`config.mk`:
```
export PLATFORM = sky130hd
export DESIGN_NAME = pkt_admit_writer
export DESIGN_NICKNAME = d
export VERILOG_FILES = /design/src/rtl/occamy_pkg.sv /design/src/rtl/pkt_admit_calc.sv /design/src/rtl/pkt_admit_writer.sv
export SDC_FILE = /design/constraint.sdc
export NUM_CORES = 1
export LEC_CHECK = 0
export BUFFER_PORTS_ARGS = -buffer_cell sky130_fd_sc_hd__buf_2
export CAP_MARGIN = 20
export CORE_MARGIN = 2
export CORE_UTILIZATION = 50
export DETAILED_ROUTE_END_ITERATION = 10
export MAX_ROUTING_LAYER = met4
export PLACE_DENSITY = 0.82
export SLEW_MARGIN = 10
export SYNTH_ARGS = -nofsm -noshare
export SYNTH_HDL_FRONTEND = slang
export SYNTH_HIERARCHICAL = 1
export SYNTH_SLANG_ARGS = --single-unit
export TNS_END_PERCENT = 30
```
`constraint.sdc`:
```
create_clock -name clk -period 8.9 [get_ports clk]
set_clock_uncertainty 0.1 [all_clocks]
set_input_delay 0.89 -clock clk [delete_from_list [all_inputs] [get_ports clk]]
set_output_delay 0.89 -clock clk [all_outputs]
set_load 0.01 [all_outputs]
```
`src/rtl/occamy_pkg.sv`:
```
// Shared constants for the packet admission write stage of the 128b x 256 cell FIFO.
// Latency: n/a (types, constants and a pure function only).
// Backpressure: n/a.
// Contents: cell geometry, FIFO depth and count widths, FSM state encoding,
//   and the byte-length to cell-count conversion.
package occamy_pkg;

  localparam int DW         = 128;
  localparam int CELL_BYTES = DW / 8;
  localparam int DEPTH      = 256;
  localparam int CNT_W      = 9;
  localparam int LEN_W      = 11;

  localparam logic [1:0] ST_IDLE = 2'd0;
  localparam logic [1:0] ST_PASS = 2'd1;
  localparam logic [1:0] ST_DROP = 2'd2;

  // Round a byte length up to whole 16-byte cells. The extra top bit keeps
  // the carry of len + 15, so 2047 B yields 128 cells rather than wrapping.
  function automatic logic [7:0] len2cells(input logic [LEN_W-1:0] len);
    logic [LEN_W:0] sum;
    sum = {1'b0, len} + (LEN_W + 1)'(CELL_BYTES - 1);
    return sum[LEN_W:4];
  endfunction

endpackage

```
`src/rtl/pkt_admit_calc.sv`:
```
// Admission decision for a packet at its SOP beat: cells vs. free FIFO room.
// Latency: combinational.
// Backpressure: none; the result is only consumed on an SOP beat.
// Ports: in_len (packet bytes), fifo_data_count / fifo_wr_en (current and
//   in-flight occupancy), cfg_thresh (admit limit) -> cells, admit.
module pkt_admit_calc
  import occamy_pkg::*;
(
  input  logic [LEN_W-1:0] in_len,
  input  logic [CNT_W-1:0] fifo_data_count,
  input  logic             fifo_wr_en,
  input  logic [CNT_W-1:0] cfg_thresh,
  output logic [7:0]       cells,
  output logic             admit
);

  logic [CNT_W-1:0] limit;
  logic [9:0]       need;

  assign cells = len2cells(in_len);

  // A threshold above the physical depth is meaningless; clamp it.
  assign limit = (cfg_thresh > CNT_W'(DEPTH)) ? CNT_W'(DEPTH) : cfg_thresh;

  // The registered write issued last cycle is not yet reflected in
  // fifo_data_count, so it is added back in here.
  assign need = {1'b0, fifo_data_count} + {9'b0, fifo_wr_en} + {2'b0, cells};

  assign admit = (in_len != '0) && (need <= {1'b0, limit});

endmodule

```
`src/rtl/pkt_admit_writer.sv`:
```
// Per-packet admit/drop in front of the cell FIFO; admitted cells are written, dropped packets discarded whole.
// Latency: an accepted beat at cycle t drives fifo_wr_en/fifo_din in cycle t+1.
// Backpressure: none; in_ready is held high out of reset and overflow is handled by dropping.
// Ports: clk/rst (sync, active-high); in_* cell stream with SOP/EOP and SOP length;
//   cfg_thresh admit limit; fifo_data_count/fifo_full status in, fifo_din/fifo_wr_en out;
//   pkt_acc_cnt/pkt_drop_cnt statistics; err_sticky protocol/overflow flag.
module pkt_admit_writer
  import occamy_pkg::*;
(
  input  logic             clk,
  input  logic             rst,
  input  logic             in_valid,
  input  logic             in_sop,
  input  logic             in_eop,
  input  logic [DW-1:0]    in_data,
  input  logic [LEN_W-1:0] in_len,
  output logic             in_ready,
  input  logic [CNT_W-1:0] cfg_thresh,
  input  logic [CNT_W-1:0] fifo_data_count,
  input  logic             fifo_full,
  output logic [DW-1:0]    fifo_din,
  output logic             fifo_wr_en,
  output logic [31:0]      pkt_acc_cnt,
  output logic [31:0]      pkt_drop_cnt,
  output logic             err_sticky
);

  logic [1:0] state, state_nxt;
  logic [7:0] rem, rem_nxt;
  logic       wr_nxt, acc_inc, drop_inc, err_set;
  logic       beat;
  logic [7:0] cells;
  logic       admit;

  assign beat = in_valid & in_ready;

  pkt_admit_calc u_calc (
    .in_len          (in_len),
    .fifo_data_count (fifo_data_count),
    .fifo_wr_en      (fifo_wr_en),
    .cfg_thresh      (cfg_thresh),
    .cells           (cells),
    .admit           (admit)
  );

  always_comb begin
    state_nxt = state;
    rem_nxt   = rem;
    wr_nxt    = 1'b0;
    acc_inc   = 1'b0;
    drop_inc  = 1'b0;
    err_set   = 1'b0;
    if (beat) begin
      if (in_sop) begin
        // An SOP outside IDLE cuts the running packet; the beat then starts
        // a fresh packet exactly as it would from IDLE.
        if (state != ST_IDLE) err_set = 1'b1;
        if (admit) begin
          wr_nxt    = 1'b1;
          acc_inc   = 1'b1;
          rem_nxt   = cells - 8'd1;
          state_nxt = in_eop ? ST_IDLE : ST_PASS;
        end else begin
          drop_inc  = 1'b1;
          state_nxt = in_eop ? ST_IDLE : ST_DROP;
        end
      end else begin
        case (state)
          ST_IDLE: err_set = 1'b1;
          ST_PASS: begin
            if (rem == 8'd0 && !in_eop) begin
              // More cells than the SOP length promised: the space check
              // no longer covers them, so the tail is discarded.
              err_set   = 1'b1;
              state_nxt = ST_DROP;
            end else begin
              wr_nxt  = 1'b1;
              rem_nxt = rem - 8'd1;
              if (in_eop) state_nxt = ST_IDLE;
            end
          end
          ST_DROP: if (in_eop) state_nxt = ST_IDLE;
          default: state_nxt = ST_IDLE;
        endcase
      end
    end
    if (wr_nxt && fifo_full) begin
      wr_nxt  = 1'b0;
      err_set = 1'b1;
    end
  end

  always_ff @(posedge clk) begin
    if (rst) begin
      state        <= ST_IDLE;
      rem          <= '0;
      in_ready     <= 1'b0;
      fifo_wr_en   <= 1'b0;
      fifo_din     <= '0;
      pkt_acc_cnt  <= '0;
      pkt_drop_cnt <= '0;
      err_sticky   <= 1'b0;
    end else begin
      state      <= state_nxt;
      rem        <= rem_nxt;
      in_ready   <= 1'b1;
      fifo_wr_en <= wr_nxt;
      if (wr_nxt) fifo_din <= in_data;
      if (acc_inc) pkt_acc_cnt <= pkt_acc_cnt + 32'd1;
      if (drop_inc) pkt_drop_cnt <= pkt_drop_cnt + 32'd1;
      if (err_set) err_sticky <= 1'b1;
    end
  end

endmodule

```
==> flow_summary.toml, run 1 <==
[outcome]
status = "finished clean"

[drt]
drc = 0
drt_iter0_drc = 483
vias_per_cell = 5.254
drt.antenna.violating_nets = 0
wl_per_cell_um = 15.97
detail_route.first_pass.iterations = 5
vias = 8180
wl_um = 24860

[clock_network]
cts_resized = 0
cts.clk_slew.worst_paths_ns = 0.06
htreeDepth = 1
cts_inserted_buffers = 22
cts_tree = "done"
cts_buffer_depth = 3
post_cts_buffers = 0
insertion_delay_ns = 0.50
ctsHoldBuffers = 0
cts_root_buf = "clkbuf_16"
cts.sinks = 205

[global_routing]
grt_pass1_wl_um = 39810
grt_use_total = 0.2549
first_global_vias = 8167
grt_max_degree = 116
antenna_found_initial = 7
gr-total-overflow = 0

[power]
p_seq_frac = 0.440
powerDensity_nw_per_um2 = 183.2
p_clk_frac = 0.452
p_sw_frac = 0.2369
leakage_nw = 5.141
switchingPower_w = 0.0005090
p_comb_frac = 0.108
ir_drop_v = 0.0001831
internal_power_w = 0.001639

[sta]
final-setup-viol-count = 0
fin_tns_setup_ns = 0
fmax_mhz = 163.7
grt_setup_unrepaired = "false"
relSlewSlack = 0.3904
hold_viol = 0
finalCritPeriodShare = 0.6863
post-route-min-period_ns = 6.108
worstMarginPinSlew_ns = 0.9144
hold_ws_ns = 0.3882
slew_viol_final = 0

[synthesis]
yosysTopAreaCell = "dfxtp_1"
synth_nets = 1158
syn_area_per_cell_um2 = 9.356
yosysSeqAreaShare = 0.4522
synthTopCellsByCount = "nor2_1 (207), dfxtp_1 (205), mux2i_1 (136)"
synth.area.top_cells = "dfxtp_1 (45%), mux2i_1 (15%), nor2_1 (8.6%)"
synth.most_common_cell = "nor2_1"
synth_top_area_frac = 0.4522
synth_edf_count = 0
ys_types = 57
syn_area_um2 = 9075
postSynthCellCount = 970
synth_seq_cells = 205
yosys_warnings = 6
synth-main-ff-cell = "dfxtp_1"
async_flop_share = 0

[die]
core-area_um2 = 17900
die_h_um = 138.7
start_util = 0.5069
die-area_um2 = 19240
ios = 358
die_w_um = 138.7
rows = 49

[placed_design]
gp_congestion = 0.9088
port_buffers = 357
hpwl_um = 17920

[final_layout]
layout-drive-gt1-share = 0.3104
nNetsFinal = 1494
num-fill-cells = 1468
area_growth_syn_to_layout_pct = 29.20
seq_area_um2 = 4104
utilization = 0.6549
multiInputGateArea_um2 = 4591

[worst_setup_path]
crit_fanout = 112
worst_setup_path_start_kind = "input port"
arrival_ns = 6.37
rr_worst_depth = 17
path_class = "input port to flop"
required_ns = 9.16
endpoint_kind = "flop"

[min_path]
hold_class = "flop to flop"
holdPathStages = 2

[job]
cap_violations = 0
[flip-flops by register name (all words and copies together), names as in the netlist]
register / flops
in_ready: 1
state: 2
pkt_drop_cnt: 32
err_sticky: 1
fifo_wr_en: 1
pkt_acc_cnt: 32
rem: 8
fifo_din: 128
[stage by stage]
stage          total power, W  area [µm²]  setup slack (ns)  instances
5_1_grt              0.002227       11730             2.511       1557
4_1_cts              0.002166       11700             2.865       1549
2_1_floorplan        0.001113        9075             3.397        970
3_5_place_dp         0.001192       10910             2.342       1510
3_3_place_gp         0.001186       10910             2.534       1510
6_report             0.002148       11730             2.792       1557
[cells in the final DEF (no fill, tap or decap), types with 3 or more instances in the layout]
cell | synthesis | final
mux2i_1 | 136 | 136
inv_1 | 24 | 24
and2_1 | 4 | 4
and4_1 | 8 | 8
a21oi_1 | 22 | 21
bufinv_16 | 0 | 3
o31ai_1 | 3 | 3
dfxtp_1 | 205 | 205
clkbuf_1 | 31 | 3
or3_1 | 14 | 14
nand3_1 | 27 | 27
nand2_1 | 43 | 43
and3_1 | 8 | 8
nor4_1 | 13 | 13
o21ai_0 | 16 | 16
clkbuf_8 | 0 | 7
ha_1 | 23 | 23
nor2b_1 | 4 | 4
a211oi_1 | 4 | 4
nor3_1 | 20 | 20
o211ai_1 | 8 | 8
buf_2 | 7 | 357
diode_2 | 0 | 7
buf_4 | 0 | 4
o21a_1 | 3 | 3
clkbuf_16 | 0 | 22
nor2_1 | 207 | 207
xor2_1 | 30 | 30
nand4_1 | 21 | 21
xnor2_1 | 37 | 37
[power groups by stage]
stage          registers [W]  clock network (W)  logic [W]
2_1_floorplan       0.000970                  0   0.000143
3_3_place_gp        0.000964                  0   0.000222
3_5_place_dp        0.000964                  0   0.000228
4_1_cts             0.000945           0.000992   0.000230
5_1_grt             0.000946            0.00102   0.000257
6_report            0.000945           0.000972   0.000231
[per-layer routing]
layer | GRT usage | vias to the layer above | wire length (µm)
met5 | - | - | 0
met4 | 0.1031 | 0 | 994
met3 | 0.05870 | 66 | 1644
met2 | 0.4359 | 284 | 12190
met1 | 0.2898 | 3811 | 10030
li1 | - | 4019 | -
[critical path, cell delays in order]
cell and delay, ns:
buf_2 0.10, or4_4 0.53, and3_4 0.20, and3_4 0.19
xor2_1 0.33, ha_1 0.37, nand3_1 0.10, nand2_1 0.05
a41o_1 0.22, o41a_1 0.33, xor2_1 0.15, ha_1 0.30
nand4_1 0.08, o32a_1 0.34, a21oi_1 0.39, nand4_1 0.37
a211oi_4 0.36, buf_12 0.52, mux2i_1 0.31, nor2_1 0.06
[kinds of logic (layout without fill, tap and decap cells)]
family | count (synthesis) | in the layout | synth area share
xor+xnor | 67 | 67 | 0.06466
other cells | 0 | 7 | 0
flops | 205 | 205 | 0.4522
fa+ha+maj | 25 | 25 | 0.03612
simple gates | 383 | 383 | 0.1959
mux | 137 | 137 | 0.1512
buf+inv | 76 | 427 | 0.04315
compound gates | 77 | 77 | 0.05667
[final timing paths]
kind            startpoint       endpoint  slack (ns)
max reg2reg     fifo_wr_en   fifo_din[83]        3.86
min          fifo_din[111]  fifo_din[111]        0.39
max              in_len[3]   fifo_din[83]        2.79
min reg2reg  fifo_din[111]  fifo_din[111]        0.39
[cell type report]
| class | instances | share of cell area |
|---|---|---|
| timing repair buffer | 363 | 0.1576 |
| sequential | 205 | 0.3500 |
| clock buffer | 32 | 0.05613 |
| multi-input combinational | 689 | 0.3915 |
| antenna | 7 | 0.001494 |
| inverter | 25 | 0.008003 |
| clock inverter | 7 | 0.01078 |
| tap | 229 | 0.02444 |
Note: power is estimated with default switching activity, not from simulation.
==> inputs of run 2 (changes only) <==
- CORE_UTILIZATION: 50 -> 49
- PLACE_DENSITY: 0.82 -> 0.8
- clock period: 8.9 -> 6.41 ns (I/O delays scaled with it)
==> run 2 against run 1 <==
  * The run now ends with design-rule violations left
  * Highest routed layer unchanged
  * Clock-buffer cell count shrank 1
  * Hold slack got worse by 0.13 ns
  * Utilization decreased by 0.11 points
==> flow_summary.toml, run 2 (same netlist as run 1, synthesis figures left out) <==
[placed_design]
port_buffers = 357
place_area_um2 = 11020
post-place-ws_ns = 0.2213
gp_congestion = 0.8743
hpwl_um = 18280

[sta]
setup_ws_ns = 0.6932
grt_setup_unrepaired = "false"
slew_viol_final = 0
post-route-min-period_ns = 5.717
relSlewSlack = 0.3521
fin_tns_setup_ns = 0
fmax_mhz = 174.9
finalCritPeriodShare = 0.8919
hold_viol = 0
worstMarginPinSlew_ns = 0.9718
hold_ws_ns = 0.2616
final-setup-viol-count = 0

[min_path]
hold_class = "input port to flop"
holdPathStages = 3

[power]
ir_drop_v = 0.0001961
powerDensity_nw_per_um2 = 254.1
leakage_nw = 5.202

[job]
cap_violations = 0

[worst_setup_path]
cp.buffers_inverters = 3
rr_worst_depth = 18
max_stage_delay_ns = 0.53
path_depth = 21
cp_top_family = "compound AO/OA/AOI/OAI gates"
endpoint_kind = "flop"
path_cells = "buf_2 -> or4_4 -> and3_4 -> and3_4 -> xor2_1 -> ha_1 -> nand3_1 -> nand2_1 -> a41o_1 -> o41a_1 -> xor2_1 -> ha_1 -> nand4_1 -> o32a_1 -> a21oi_1 -> nand4_1 -> a211oi_4 -> buf_12 -> buf_12 -> mux2i_1 -> nor2_1"
crit_slowest_cell = "or4_4"
required_ns = 6.67
worst_setup_path_start_kind = "input port"
crit_fanout = 28
path_class = "input port to flop"
rrSetupSlack_ns = 1.48
arrival_ns = 5.97

[outcome]
status = "complete, but fails checks"
violations = "design-rule violations"

[final_layout]
layout_commonest_cell = "buf_2"
area_growth_syn_to_layout_pct = 30.30
num-fill-cells = 1503
top_regs = "fifo_din x128, pkt_acc_cnt x32, pkt_drop_cnt x32"
nNetsFinal = 1501
utilization = 0.6538
largest_register_ffs = 128
layout-drive-gt1-share = 0.3138
fin_area_um2 = 11830
regMostFlops = "fifo_din"
final_cell_mix = "buf_2 (356), nor2_1 (207), dfxtp_1 (205)"

[clock_network]
cts_buffer_depth = 3
cts_inserted_buffers = 23
post_cts_buffers = 0
insertion_delay_ns = 0.50
cts_resized = 0
cts_tree = "done"
htreeDepth = 1
cts_root_buf = "clkbuf_16"
cts.sinks = 205
ctsHoldBuffers = 0
cts.clk_slew.worst_paths_ns = 0.06

[global_routing]
grt_pass1_wl_um = 39980
grt_use_total = 0.2541
grt_max_degree = 111
first_global_vias = 8055
antenna_found_initial = 5
gr-total-overflow = 0

[drt]
wl_per_cell_um = 16.07
detail_route.first_pass.iterations = 11
vias_per_cell = 5.223
drt.antenna.violating_nets = 0
drt_iter0_drc = 410
drc = 13
vias = 8163
wl_um = 25110

[die]
rows = 49
core-area_um2 = 18090
start_util = 0.5018
die_h_um = 140.1
die_w_um = 140.1
die-area_um2 = 19630
ios = 358
## run 2: cell types whose count changed in the layout (fill, tap and decap cells not counted), moves of 2 or more
cell / previous run / this run
diode_2: 7 / 5
buf_4: 4 / 7
clkbuf_8: 7 / 5
clkinv_2: 1 / 6
buf_12: 1 / 5
clkinvlp_4: 2 / 0
## run 2: layout make-up
class	instances	area (µm²)	share of cell area
well taps	229	286.5	0.02423
diodes	5	12.51	0.001058
clock buffers	31	655.6	0.05544
multi-input cells	689	4587	0.3879
inverters	25	93.84	0.007936
repair buffers	369	1946	0.1645
flip-flops and latches	205	4104	0.3471
clock inverters	10	140.1	0.01185
## run 2: worst paths after layout
| kind | from | endpoint |
|---|---|---|
| worst max register to register | fifo_wr_en | fifo_din[87] |
| worst min-delay path | in_data[13] | fifo_din[13] |
| worst max-delay path | in_len[3] | fifo_din[87] |
| worst min register to register | pkt_drop_cnt[31] | pkt_drop_cnt[31] |
## run 2: routing by layer
metal / track usage / routed length [µm] / share of wire
met5: - / 0 / 0
met4: 0.08878 / 618 / 0.025
met3: 0.04923 / 1671 / 0.067
met2: 0.4213 / 12330 / 0.49
met1: 0.3115 / 10490 / 0.42
## run 2: per-stage QoR
step	std cells	total power [W]
after floorplan	970	0.001545
after global placement	1517	0.001652
after detailed placement	1517	0.001661
after CTS	1558	0.003034
after global routing	1563	0.003122
final	1563	0.003004
## run 2: worst min-delay path: cells and delay by family
family | cells | cell delay (ns)
buffers and inverters | 1 | 0.08
multiplexers | 1 | 0.05
AND/OR/NAND/NOR | 1 | 0.07
## run 2: where the power goes
group	internal [W]	switching [W]
combinational	0.000147	0.000177
clock	0.000841	0.000526
sequential	0.00130	0.0000154
